$ cat config.mk
export PLATFORM = sky130hd
export DESIGN_NAME = ir_camera_responder_flat
export DESIGN_NICKNAME = d
export VERILOG_FILES = /design/src/rtl/ir_camera_responder_if.sv /design/src/rtl/ir_camera_responder.sv /design/src/flat_wrapper.sv
export SDC_FILE = /design/constraint.sdc
export NUM_CORES = 1
export LEC_CHECK = 0
export BUFFER_PORTS_ARGS = -buffer_cell sky130_fd_sc_hd__buf_2
export CORE_MARGIN = 2
export CORE_UTILIZATION = 25
export CTS_BUF_LIST = sky130_fd_sc_hd__clkbuf_16
export DETAILED_ROUTE_END_ITERATION = 16
export PLACE_DENSITY_LB_ADDON = 0.3
export SLEW_MARGIN = 0
export SYNTH_ARGS = -nofsm -noshare
export SYNTH_HDL_FRONTEND = slang
export SYNTH_SLANG_ARGS = --single-unit
$ cat constraint.sdc
create_clock -name clk -period 4 [get_ports clk]
set_input_delay 0.8 -clock clk [delete_from_list [all_inputs] [get_ports clk]]
set_output_delay 0.8 -clock clk [all_outputs]
set_load 0.03 [all_outputs]
$ cat src/rtl/ir_camera_responder_if.sv
// ir_camera_if: I2C pad signals, blob inputs and register-write outputs of the IR camera responder.
interface ir_camera_if;
    logic       i2c_scl;
    logic       i2c_sda_in;
    logic       i2c_sda;
    logic       i2c_sda_dir;
    logic [9:0] blob_x;
    logic [9:0] blob_y;
    logic [3:0] blob_size;
    logic       blob_valid;
    logic [7:0] cfg_reg30;
    logic [7:0] cfg_reg33;
    logic       reg_wr_valid;
    logic [7:0] reg_wr_addr;
    logic [7:0] reg_wr_data;
    logic       busy;

    modport master (
        output i2c_scl, i2c_sda_in, blob_x, blob_y, blob_size, blob_valid,
        input  i2c_sda, i2c_sda_dir, cfg_reg30, cfg_reg33, reg_wr_valid, reg_wr_addr, reg_wr_data, busy
    );
    modport slave (
        input  i2c_scl, i2c_sda_in, blob_x, blob_y, blob_size, blob_valid,
        output i2c_sda, i2c_sda_dir, cfg_reg30, cfg_reg33, reg_wr_valid, reg_wr_addr, reg_wr_data, busy
    );
endinterface

$ cat src/rtl/ir_camera_responder.sv
// ir_camera_responder: I2C target at 0x58 emulating the PixArt IR camera register file and blob report.
module ir_camera_responder #(
    parameter logic [6:0] I2C_ADDR   = 7'h58,
    parameter logic [7:0] REPORT_PTR = 8'h36
) (
    input  logic clk,
    input  logic reset,
    ir_camera_if.slave bus
);
    typedef enum logic [2:0] {IDLE, ADDR, ADDR_ACK, WR_BYTE, WR_ACK, RD_BYTE, RD_ACK, IGNORE} state_t;

    state_t     state_q;
    logic [2:0] scl_q, sda_q;
    logic [3:0] cnt_q;
    logic [7:0] sh_q, tx_q, ptr_q, cfg30_q, cfg33_q, wr_addr_q, wr_data_q;
    logic       dir_q, busy_q, first_q, rw_q, wr_valid_q;
    logic [9:0] snap_x_q, snap_y_q;
    logic [3:0] snap_s_q;
    logic       snap_v_q;

    function automatic logic [7:0] rd_byte(input logic [7:0] p, input logic [9:0] x, input logic [9:0] y,
                                           input logic [3:0] s, input logic v, input logic [7:0] c30,
                                           input logic [7:0] c33);
        logic [7:0] o;
        o = p - REPORT_PTR;
        rd_byte = o > 8'd15 ? (p == 8'h30 ? c30 : p == 8'h33 ? c33 : 8'h00) :
                  o == 8'd0 ? 8'h00 : o > 8'd12 ? 8'h00 : o > 8'd3 ? 8'hFF : !v ? 8'hFF :
                  o == 8'd1 ? x[7:0] : o == 8'd2 ? y[7:0] : {y[9:8], x[9:8], s};
    endfunction

    // [1] is the synchronized sample, [2] the previous one
    logic scl_rise, scl_fall, start, stop;
    assign scl_rise = scl_q[1] & ~scl_q[2];
    assign scl_fall = ~scl_q[1] & scl_q[2];
    assign start    = scl_q[1] & scl_q[2] & sda_q[2] & ~sda_q[1];
    assign stop     = scl_q[1] & scl_q[2] & ~sda_q[2] & sda_q[1];

    logic [7:0] live_byte, cur_byte;
    assign live_byte = rd_byte(ptr_q, bus.blob_x, bus.blob_y, bus.blob_size, bus.blob_valid, cfg30_q, cfg33_q);
    assign cur_byte  = cnt_q == 4'd0 ? rd_byte(ptr_q, snap_x_q, snap_y_q, snap_s_q, snap_v_q, cfg30_q, cfg33_q) : tx_q;

    always_ff @(posedge clk or posedge reset) begin
        if (reset) begin
            scl_q <= '1;
            sda_q <= '1;
        end else begin
            scl_q <= {scl_q[1:0], bus.i2c_scl};
            sda_q <= {sda_q[1:0], bus.i2c_sda_in};
        end
    end

    always_ff @(posedge clk or posedge reset) begin
        if (reset) begin
            state_q    <= IDLE;
            cnt_q      <= '0;
            sh_q       <= '0;
            tx_q       <= '0;
            ptr_q      <= '0;
            cfg30_q    <= '0;
            cfg33_q    <= '0;
            wr_addr_q  <= '0;
            wr_data_q  <= '0;
            wr_valid_q <= 1'b0;
            dir_q      <= 1'b0;
            busy_q     <= 1'b0;
            first_q    <= 1'b0;
            rw_q       <= 1'b0;
            snap_x_q   <= '0;
            snap_y_q   <= '0;
            snap_s_q   <= '0;
            snap_v_q   <= 1'b0;
        end else begin
            wr_valid_q <= 1'b0;
            if (start) begin
                state_q <= ADDR;
                cnt_q   <= '0;
                dir_q   <= 1'b0;
            end else if (stop) begin
                state_q <= IDLE;
                dir_q   <= 1'b0;
                busy_q  <= 1'b0;
            end else begin
                case (state_q)
                    ADDR, WR_BYTE: begin
                        if (scl_rise && cnt_q < 4'd8) begin
                            sh_q  <= {sh_q[6:0], sda_q[1]};
                            cnt_q <= cnt_q + 4'd1;
                        end else if (scl_fall && cnt_q == 4'd8) begin
                            if (state_q == WR_BYTE) begin
                                state_q <= WR_ACK;
                                dir_q   <= 1'b1;
                                first_q <= 1'b0;
                                if (first_q) ptr_q <= sh_q;
                                else begin
                                    wr_valid_q <= 1'b1;
                                    wr_addr_q  <= ptr_q;
                                    wr_data_q  <= sh_q;
                                    ptr_q      <= ptr_q + 8'd1;
                                    if (ptr_q == 8'h30) cfg30_q <= sh_q;
                                    if (ptr_q == 8'h33) cfg33_q <= sh_q;
                                end
                            end else if (sh_q[7:1] == I2C_ADDR) begin
                                state_q <= ADDR_ACK;
                                dir_q   <= 1'b1;
                                busy_q  <= 1'b1;
                                rw_q    <= sh_q[0];
                            end else begin
                                state_q <= IGNORE;
                                busy_q  <= 1'b0;
                            end
                        end
                    end
                    ADDR_ACK: if (scl_fall) begin
                        // A read releases the ACK and drives bit 7 of the first byte in one step
                        if (rw_q) begin
                            state_q  <= RD_BYTE;
                            snap_x_q <= bus.blob_x;
                            snap_y_q <= bus.blob_y;
                            snap_s_q <= bus.blob_size;
                            snap_v_q <= bus.blob_valid;
                            dir_q    <= ~live_byte[7];
                            tx_q     <= {live_byte[6:0], 1'b0};
                            cnt_q    <= 4'd1;
                        end else begin
                            state_q <= WR_BYTE;
                            dir_q   <= 1'b0;
                            first_q <= 1'b1;
                            cnt_q   <= '0;
                        end
                    end
                    WR_ACK: if (scl_fall) begin
                        state_q <= WR_BYTE;
                        dir_q   <= 1'b0;
                        cnt_q   <= '0;
                    end
                    RD_BYTE: if (scl_fall) begin
                        if (cnt_q == 4'd8) begin
                            state_q <= RD_ACK;
                            dir_q   <= 1'b0;
                            ptr_q   <= ptr_q + 8'd1;
                        end else begin
                            dir_q <= ~cur_byte[7];
                            tx_q  <= {cur_byte[6:0], 1'b0};
                            cnt_q <= cnt_q + 4'd1;
                        end
                    end
                    RD_ACK: if (scl_rise) begin
                        state_q <= sda_q[1] ? IGNORE : RD_BYTE;
                        cnt_q   <= '0;
                    end
                    default: ;
                endcase
            end
        end
    end

    assign bus.i2c_sda      = 1'b0;
    assign bus.i2c_sda_dir  = dir_q;
    assign bus.cfg_reg30    = cfg30_q;
    assign bus.cfg_reg33    = cfg33_q;
    assign bus.reg_wr_valid = wr_valid_q;
    assign bus.reg_wr_addr  = wr_addr_q;
    assign bus.reg_wr_data  = wr_data_q;
    assign bus.busy         = busy_q;
endmodule
$ cat src/flat_wrapper.sv
// flat-port wrapper written by rule: the top's interface ports become plain ports
module ir_camera_responder_flat 
#(
    parameter logic [6:0] I2C_ADDR   = 7'h58,
    parameter logic [7:0] REPORT_PTR = 8'h36
)
  (clk, reset, bus_i2c_scl, bus_i2c_sda_in, bus_blob_x, bus_blob_y, bus_blob_size, bus_blob_valid, bus_i2c_sda, bus_i2c_sda_dir, bus_cfg_reg30, bus_cfg_reg33, bus_reg_wr_valid, bus_reg_wr_addr, bus_reg_wr_data, bus_busy);
  ir_camera_if bus_i ();
  input  logic clk;
  input  logic reset;
  input wire logic [$bits(bus_i.i2c_scl)-1:0] bus_i2c_scl;
  input wire logic [$bits(bus_i.i2c_sda_in)-1:0] bus_i2c_sda_in;
  input wire logic [$bits(bus_i.blob_x)-1:0] bus_blob_x;
  input wire logic [$bits(bus_i.blob_y)-1:0] bus_blob_y;
  input wire logic [$bits(bus_i.blob_size)-1:0] bus_blob_size;
  input wire logic [$bits(bus_i.blob_valid)-1:0] bus_blob_valid;
  output wire logic [$bits(bus_i.i2c_sda)-1:0] bus_i2c_sda;
  output wire logic [$bits(bus_i.i2c_sda_dir)-1:0] bus_i2c_sda_dir;
  output wire logic [$bits(bus_i.cfg_reg30)-1:0] bus_cfg_reg30;
  output wire logic [$bits(bus_i.cfg_reg33)-1:0] bus_cfg_reg33;
  output wire logic [$bits(bus_i.reg_wr_valid)-1:0] bus_reg_wr_valid;
  output wire logic [$bits(bus_i.reg_wr_addr)-1:0] bus_reg_wr_addr;
  output wire logic [$bits(bus_i.reg_wr_data)-1:0] bus_reg_wr_data;
  output wire logic [$bits(bus_i.busy)-1:0] bus_busy;
  assign bus_i.i2c_scl = bus_i2c_scl;
  assign bus_i.i2c_sda_in = bus_i2c_sda_in;
  assign bus_i.blob_x = bus_blob_x;
  assign bus_i.blob_y = bus_blob_y;
  assign bus_i.blob_size = bus_blob_size;
  assign bus_i.blob_valid = bus_blob_valid;
  assign bus_i2c_sda = bus_i.i2c_sda;
  assign bus_i2c_sda_dir = bus_i.i2c_sda_dir;
  assign bus_cfg_reg30 = bus_i.cfg_reg30;
  assign bus_cfg_reg33 = bus_i.cfg_reg33;
  assign bus_reg_wr_valid = bus_i.reg_wr_valid;
  assign bus_reg_wr_addr = bus_i.reg_wr_addr;
  assign bus_reg_wr_data = bus_i.reg_wr_data;
  assign bus_busy = bus_i.busy;
  ir_camera_responder #(.I2C_ADDR(I2C_ADDR), .REPORT_PTR(REPORT_PTR)) u_core (.clk(clk), .reset(reset), .bus(bus_i));
endmodule
==> flow_metrics.tcl, run 1 <==
set metrics [dict create \
    yosysTopAreaCell "dfrtp_1" \
    ys.flop_type "dfrtp_1" \
    p_per_area_mw_per_mm2 443.2 \
    clkTransAtPathRegs_ps 70 \
    cts_tree "built" \
    antenna_cells 0 \
    die_w_um 148.4 \
    synth-edff-count 0 \
    cts-hold-fix-buffers 0 \
    hold_depth 0 \
    synth-seq-cells 98 \
    cts.htree.levels 3 \
    ir_drop_uv 216.2 \
    synthTopCellsByArea "dfrtp_1, mux2_2, a21oi_1, o21ai_0, dfstp_2" \
    drt_iter0_drc 219 \
    track_usage 0.1412 \
    total_power_w 0.002701 \
    cpPeakStageDelay_ps 970 \
    area_delta_synth_final_pct 16.84 \
    ctsLongestPathBuffers 2 \
    synth_warnings 0 \
    placed_cells 826 \
    synth_top_area_frac 0.4415 \
    worstMarginPinSlew_ps 1151 \
    rows 52 \
    layout_commonest_cell "dfrtp_1" \
    rsz0062_at_grt "no" \
    drcViolationCount 0 \
    clock_skew_ps 6.348 \
    postLayoutCellArea_mm2 0.006093 \
    die_area_mm2 0.02203 \
    syn_area_per_cell_um2 10.17 \
    timing.final.crit_share 0.8353 \
    cp.arrival_ps 3560 \
    finalHoldViolations 0 \
    fmax_mhz 299.3 \
    drt_wl_total_um 15100 \
    slowest_stage "nor3_1" \
    status "complete, no violations" \
    die_h_um 148.4 \
    synth.net_count 548 \
    worstSkewPairLatency_ps 350 \
    crit_path_end_kind "register" \
    io_buffers 63 \
    mostFrequentLayoutCells "dfrtp_1, buf_2, mux2_2" \
    critPathRequiredTime_ps 4210 \
    nets 602 \
    grt_max_degree 83 \
    slew_headroom 0.2266 \
    gp_congestion 0.8274 \
    place_area_mm2 0.005806 \
    dr_total_vias 4305 \
    cts_sinks 98 \
    fin_crit_ps 3341 \
    avgRoutedWirePerCell_um 17.94 \
    hpwl_um 10710 \
    numCtsBuffers 9 \
    post_cts_resized 0 \
    setup_violations 0 \
    cp-start-kind "register" \
    postRouteAntennaNets 0 \
    ctsRootBufferMaster "clkbuf_16" \
    grt_pass1_wl_um 24390 \
    drive_gt1_frac 0.2797 \
    setup_tns_ps 0 \
    p_leak_nw 2.719 \
    drv_cap 0 \
    yosysSeqAreaShare 0.4717 \
    start_util 0.2561 \
    stdcell_count 842 \
    synthesis.area_mm2 0.005215 \
    cts_setup_buffers 0 \
    r2r_cells 7 \
    dr.pass1.iters 5 \
    hp-class "reg -> reg" \
    synth.distinct_cells 61 \
    coreArea_mm2 0.02036 \
    final_max_slew_viol_count 0 \
    async_reset_ff_frac 1.000 \
    boundaryPins 65 \
    crit_fanout 15 \
    overflow 0 \
    final_util 0.2992 \
    crit_chain "inv_1 -> ha_1 -> inv_2 -> nor3_1 -> nand2_1 -> a211oi_1 -> nor4_1" \
    grt_pass1_vias 4290 \
    antenna_found_initial 0 \
    critPathKind "reg -> reg" \
    vias_per_cell 5.113 \
    synth_cells 513 \
]
[registers in the layout (all words and copies together) (netlist names), 3 cells and up]
name	flops
u_core.bus.cfg_reg30	8
u_core.snap_y_q	10
u_core.bus.reg_wr_data	8
u_core.snap_s_q	4
u_core.cnt_q	4
u_core.scl_q	3
u_core.sh_q	8
u_core.snap_x_q	10
u_core.ptr_q	8
u_core.state_q	3
u_core.bus.cfg_reg33	8
u_core.sda_q	3
u_core.tx_q	7
u_core.bus.reg_wr_addr	8
[cells by family after synthesis]
family	count (synthesis)	synth area share
buffers and inverters	40	0.03287
flip-flops	98	0.4717
multiplexers	65	0.1396
XOR/XNOR	2	0.003360
adder cells (fa/ha/maj)	6	0.01440
other	1	0.0007191
AO/OA/AOI/OAI	130	0.1603
AND/OR/NAND/NOR	171	0.1771
[power by group]
part | total, W | switching, W | internal (W)
Sequential | 0.00129 | 0.000185 | 0.00110
Clock | 0.000859 | 0.000380 | 0.000480
Combinational | 0.000554 | 0.000313 | 0.000241
[stage by stage]
stage	setup slack, ps	hold slack [ps]
after floorplan	647.9	345.2
after global placement	583.9	347.3
after detailed placement	697.7	347.9
after CTS	666.8	357.7
after global routing	439.2	359.6
final	658.8	355.9
[critical path, delay by kind of cell (launching register included)]
family          cells  cell delay [ps]
fa+ha+maj           1              620
simple gates        3             1440
flops               1              410
buf+inv             2              370
compound gates      1              360
[synthesized netlist by cell type, types with 5 or more instances]
| cell type | instances |
|---|---|
| a2111oi_0 | 6 |
| a211oi_1 | 13 |
| a21oi_1 | 35 |
| and2_1 | 6 |
| and3_1 | 13 |
| clkbuf_1 | 21 |
| dfrtp_1 | 92 |
| dfstp_2 | 6 |
| ha_1 | 6 |
| inv_1 | 11 |
| mux2_2 | 62 |
| nand2_1 | 40 |
| nand2b_1 | 8 |
| nand3_1 | 18 |
| nand3b_1 | 5 |
| nand4_1 | 14 |
| nor2_1 | 27 |
| nor2b_1 | 12 |
| nor3_1 | 6 |
| nor4_1 | 8 |
| o21ai_0 | 35 |
| o22a_1 | 6 |
[final cells by class]
class | instances | area, um^2
tap | 270 | 337.8
multi-input combinational | 375 | 2589
clock inverter | 7 | 62.56
fill | 2126 | 14270
clock buffer | 9 | 225.2
inverter | 13 | 51.30
sequential | 98 | 2460
timing repair buffer | 70 | 367.9
[final timing paths]
kind / start / endpoint / slack [ps]
worst max-delay path: u_core.ptr_q[0] / u_core.tx_q[4] / 660
worst min register to register: u_core.sda_q[0] / u_core.sda_q[1] / 360
worst min-delay path: u_core.sda_q[0] / u_core.sda_q[1] / 360
min in group asynchronous: reset / u_core.snap_y_q[8] / 680
max in group asynchronous: reset / u_core.cnt_q[1] / 2560
worst max register to register: u_core.ptr_q[0] / u_core.tx_q[4] / 660
[metal layers]
metal  share of wire  up-vias  global-route usage  wire (um)
li1                -     2017                   -          -
met2            0.46      113              0.2227       6939
met3           0.046       15             0.02853        691
met5               0        -                   0          0
met4           0.013        0             0.03905        201
met1            0.48     2160              0.1979       7270
No activity file was read; power rests on OpenSTA's default activity.
==> inputs of run 2 (changes only) <==
--- a/config.mk
+++ b/config.mk
@@ -5,6 +5,7 @@
 export SDC_FILE = /design/constraint.sdc
 export NUM_CORES = 1
 export LEC_CHECK = 0
+export ABC_AREA = 1
 export BUFFER_PORTS_ARGS = -buffer_cell sky130_fd_sc_hd__buf_2
 export CORE_MARGIN = 2
 export CORE_UTILIZATION = 25
==> constraint.sdc (replaced) <==
create_clock -name clk -period 3.5 [get_ports clk]
set_input_delay 0.7 -clock clk [delete_from_list [all_inputs] [get_ports clk]]
set_output_delay 0.7 -clock clk [all_outputs]
set_load 0.03 [all_outputs]
==> run 2 against run 1 <==
Sequential power increased by 11%. Highest routed layer unchanged. Power increased by 46%. Largest power group is now combinational logic. Die area is 4.6% higher.
==> flow_metrics.tcl, run 2 <==
set metrics [dict create \
    status "complete, no violations" \
    stdcell_count 1072 \
    syn_area_per_cell_um2 7.437 \
    coreArea_mm2 0.02162 \
    synth.distinct_cells 42 \
    hold_start "u_core.sda_q[0]" \
    met1Wirelength_um 7713 \
    layout_commonest_cell "nand2_1" \
    critPathRequiredTime_ps 3760 \
    synth.net_count 769 \
    synth_common_cells "nand2_1, inv_1, dfrtp_1" \
    track_usage 0.1389 \
    fillers 2407 \
    synth_most_common_cell "nand2_1" \
    post_cts_resized 0 \
    antenna_found_initial 0 \
    drcViolationCount 0 \
    drt_iter0_drc 325 \
    yosysSeqAreaShare 0.4506 \
    r2r_cells 14 \
    dr.pass1.iters 5 \
    highest_layer "met4" \
    antenna_cells 0 \
    async_reset_ff_frac 1.000 \
    clkTransAtPathRegs_ps 70 \
    fmax_mhz 396.3 \
    cts.htree.levels 3 \
    slew_headroom 0.4588 \
    crit_path_end_kind "register" \
    reg_top3 "u_core.snap_x_q (10), u_core.snap_y_q (10)" \
    wl_met3_um 755 \
    overflow 0 \
    timing.final.crit_share 0.7210 \
    synth_cells 734 \
    synth_top_area_frac 0.4217 \
    ctsLongestPathBuffers 2 \
    final_max_slew_viol_count 0 \
    crit_path_start "u_core.ptr_q[1]" \
    numCtsBuffers 9 \
    die_w_um 151.8 \
    p_leak_nw 3.391 \
    synthTopCellsByArea "dfrtp_1, nand2_1, inv_1, o21ai_0, nor2_1" \
    nets 822 \
    worst_r2r_endpoint "u_core.bus.i2c_sda_dir" \
    drv_cap 0 \
    cts_tree "built" \
    critPathKind "reg -> reg" \
    rsz0062_at_grt "no" \
    ys.flop_type "dfrtp_1" \
    ff2ff_setup_slack_ps 980 \
    hpwl_um 11070 \
    setup_violations 0 \
    worstSkewPairLatency_ps 360 \
    start_util 0.2525 \
    drt_wl_total_um 15030 \
    yosysTopAreaCell "dfrtp_1" \
    ctsRootBufferMaster "clkbuf_16" \
    cts-hold-fix-buffers 0 \
    clock_skew_ps 9.942 \
    vias_per_cell 4.477 \
    synth-seq-cells 98 \
    io_buffers 63 \
    gp_congestion 0.8658 \
    holdPathEnd "u_core.sda_q[1]" \
    grt_max_degree 52 \
    ir_drop_uv 222.1 \
    synthesis.area_mm2 0.005459 \
    synth_warnings 0 \
    fin_crit_ps 2523 \
    p_per_area_mw_per_mm2 625.3 \
    synth-edff-count 0 \
    setup_tns_ps 0 \
    grt_pass1_wl_um 24510 \
    drive_gt1_frac 0.1540 \
    timing.rr.start "u_core.ptr_q[1]" \
    rows 54 \
    worstMarginPinSlew_ps 810.9 \
    wl_met2_um 6230 \
    cts_setup_buffers 0 \
    cp.arrival_ps 2790 \
    dr_total_vias 4799 \
    die_area_mm2 0.02303 \
    die_h_um 151.8 \
    postRouteAntennaNets 0 \
    avgRoutedWirePerCell_um 14.02 \
    boundaryPins 65 \
    hp-class "reg -> reg" \
    mostFrequentLayoutCells "nand2_1, inv_1, dfrtp_1" \
    finalHoldViolations 0 \
    cts_sinks 98 \
    placed_cells 1056 \
    crit_fanout 18 \
    area_delta_synth_final_pct 15.86 \
    hold_depth 0 \
    grt_pass1_vias 4598 \
    cp-start-kind "register" \
]
## run 2: cell types whose count changed in the layout (fill, tap and decap cells not counted), moves of 12 or more
cell,delta
inv_1,+92
nand2_1,+179
nor2_1,+36
o21ai_0,+43
nand3_1,+16
and3_1,-13
a21oi_1,-21
nor2b_1,-12
mux2_2,-54
a211oi_1,-12
## run 2: area by class of cell
class                      count  area [um^2]  area share
multi-input combinational    500         2436      0.3852
timing repair buffer          68        365.4     0.05776
tap                          280        350.3     0.05539
clock inverter                 7        72.57     0.01147
sequential                    98         2460      0.3889
inverter                     110        415.4     0.06568
clock buffer                   9        225.2     0.03561
## run 2: routing by layer
layer / global-route usage / vias up
met5: 0 / -
met1: 0.1983 / 2214
met4: 0.05231 / 0
met2: 0.2072 / 129
li1: - / 2438
met3: 0.02695 / 18
## run 2: where the power goes
| group | switching [W] | internal, W | total, W |
|---|---|---|---|
| Clock | 0.000511 | 0.000506 | 0.00102 |
| Sequential | 0.000134 | 0.00130 | 0.00143 |
| Combinational | 0.00107 | 0.000439 | 0.00151 |
## run 2: logic make-up after synthesis
kind of cell,count (synthesis),share of synthesized area
AOI/OAI and AO/OA,117,0.1160
xor gates and xnor gates,4,0.006417
adders and majority gates,6,0.01375
buffers and inverters,136,0.1031
DFF,98,0.4506
muxes,8,0.01650
other,1,0.0006869
and+or+nand+nor,364,0.2929
## run 2: worst max-delay path by stage
stage,endpoint,slack (ps),depth (start not counted)
2_1_floorplan,u_core.bus.busy,250,1
3_3_place_gp,u_core.tx_q[6],1030,14
3_5_place_dp,u_core.bus.i2c_sda_dir,990,14
4_1_cts,u_core.bus.i2c_sda_dir,970,14
5_1_grt,u_core.tx_q[2],650,17
6_report,u_core.bus.i2c_sda_dir,980,14
## run 2: through the flow
step	instance area (um^2)	worst slack [ps]	hold slack, ps	utilization	power [W]
6_report	6325	976.6	357.8	0.2925	0.003955
5_1_grt	6325	653.4	361.8	0.2925	0.004294
4_1_cts	6325	972.0	359.5	0.2925	0.004005
3_5_place_dp	6027	989.0	347.5	0.2788	0.002968
3_3_place_gp	6027	1027	347.0	0.2788	0.002964
2_1_floorplan	5459	247.9	345.2	-	0.002587
## run 2: worst max-delay path, stage by stage (launching register included)
cell and delay (ps):
dfrtp_1 420, ha_1 260, nor2_2 160, nand3_1 110, a21oi_2 370, buf_4 290
nand3_4 240, nor2_1 170, nor2_1 50, nand2_1 70, nand2_1 50, nand2_1 50
nand3_1 70, nand2_1 60, inv_1 30
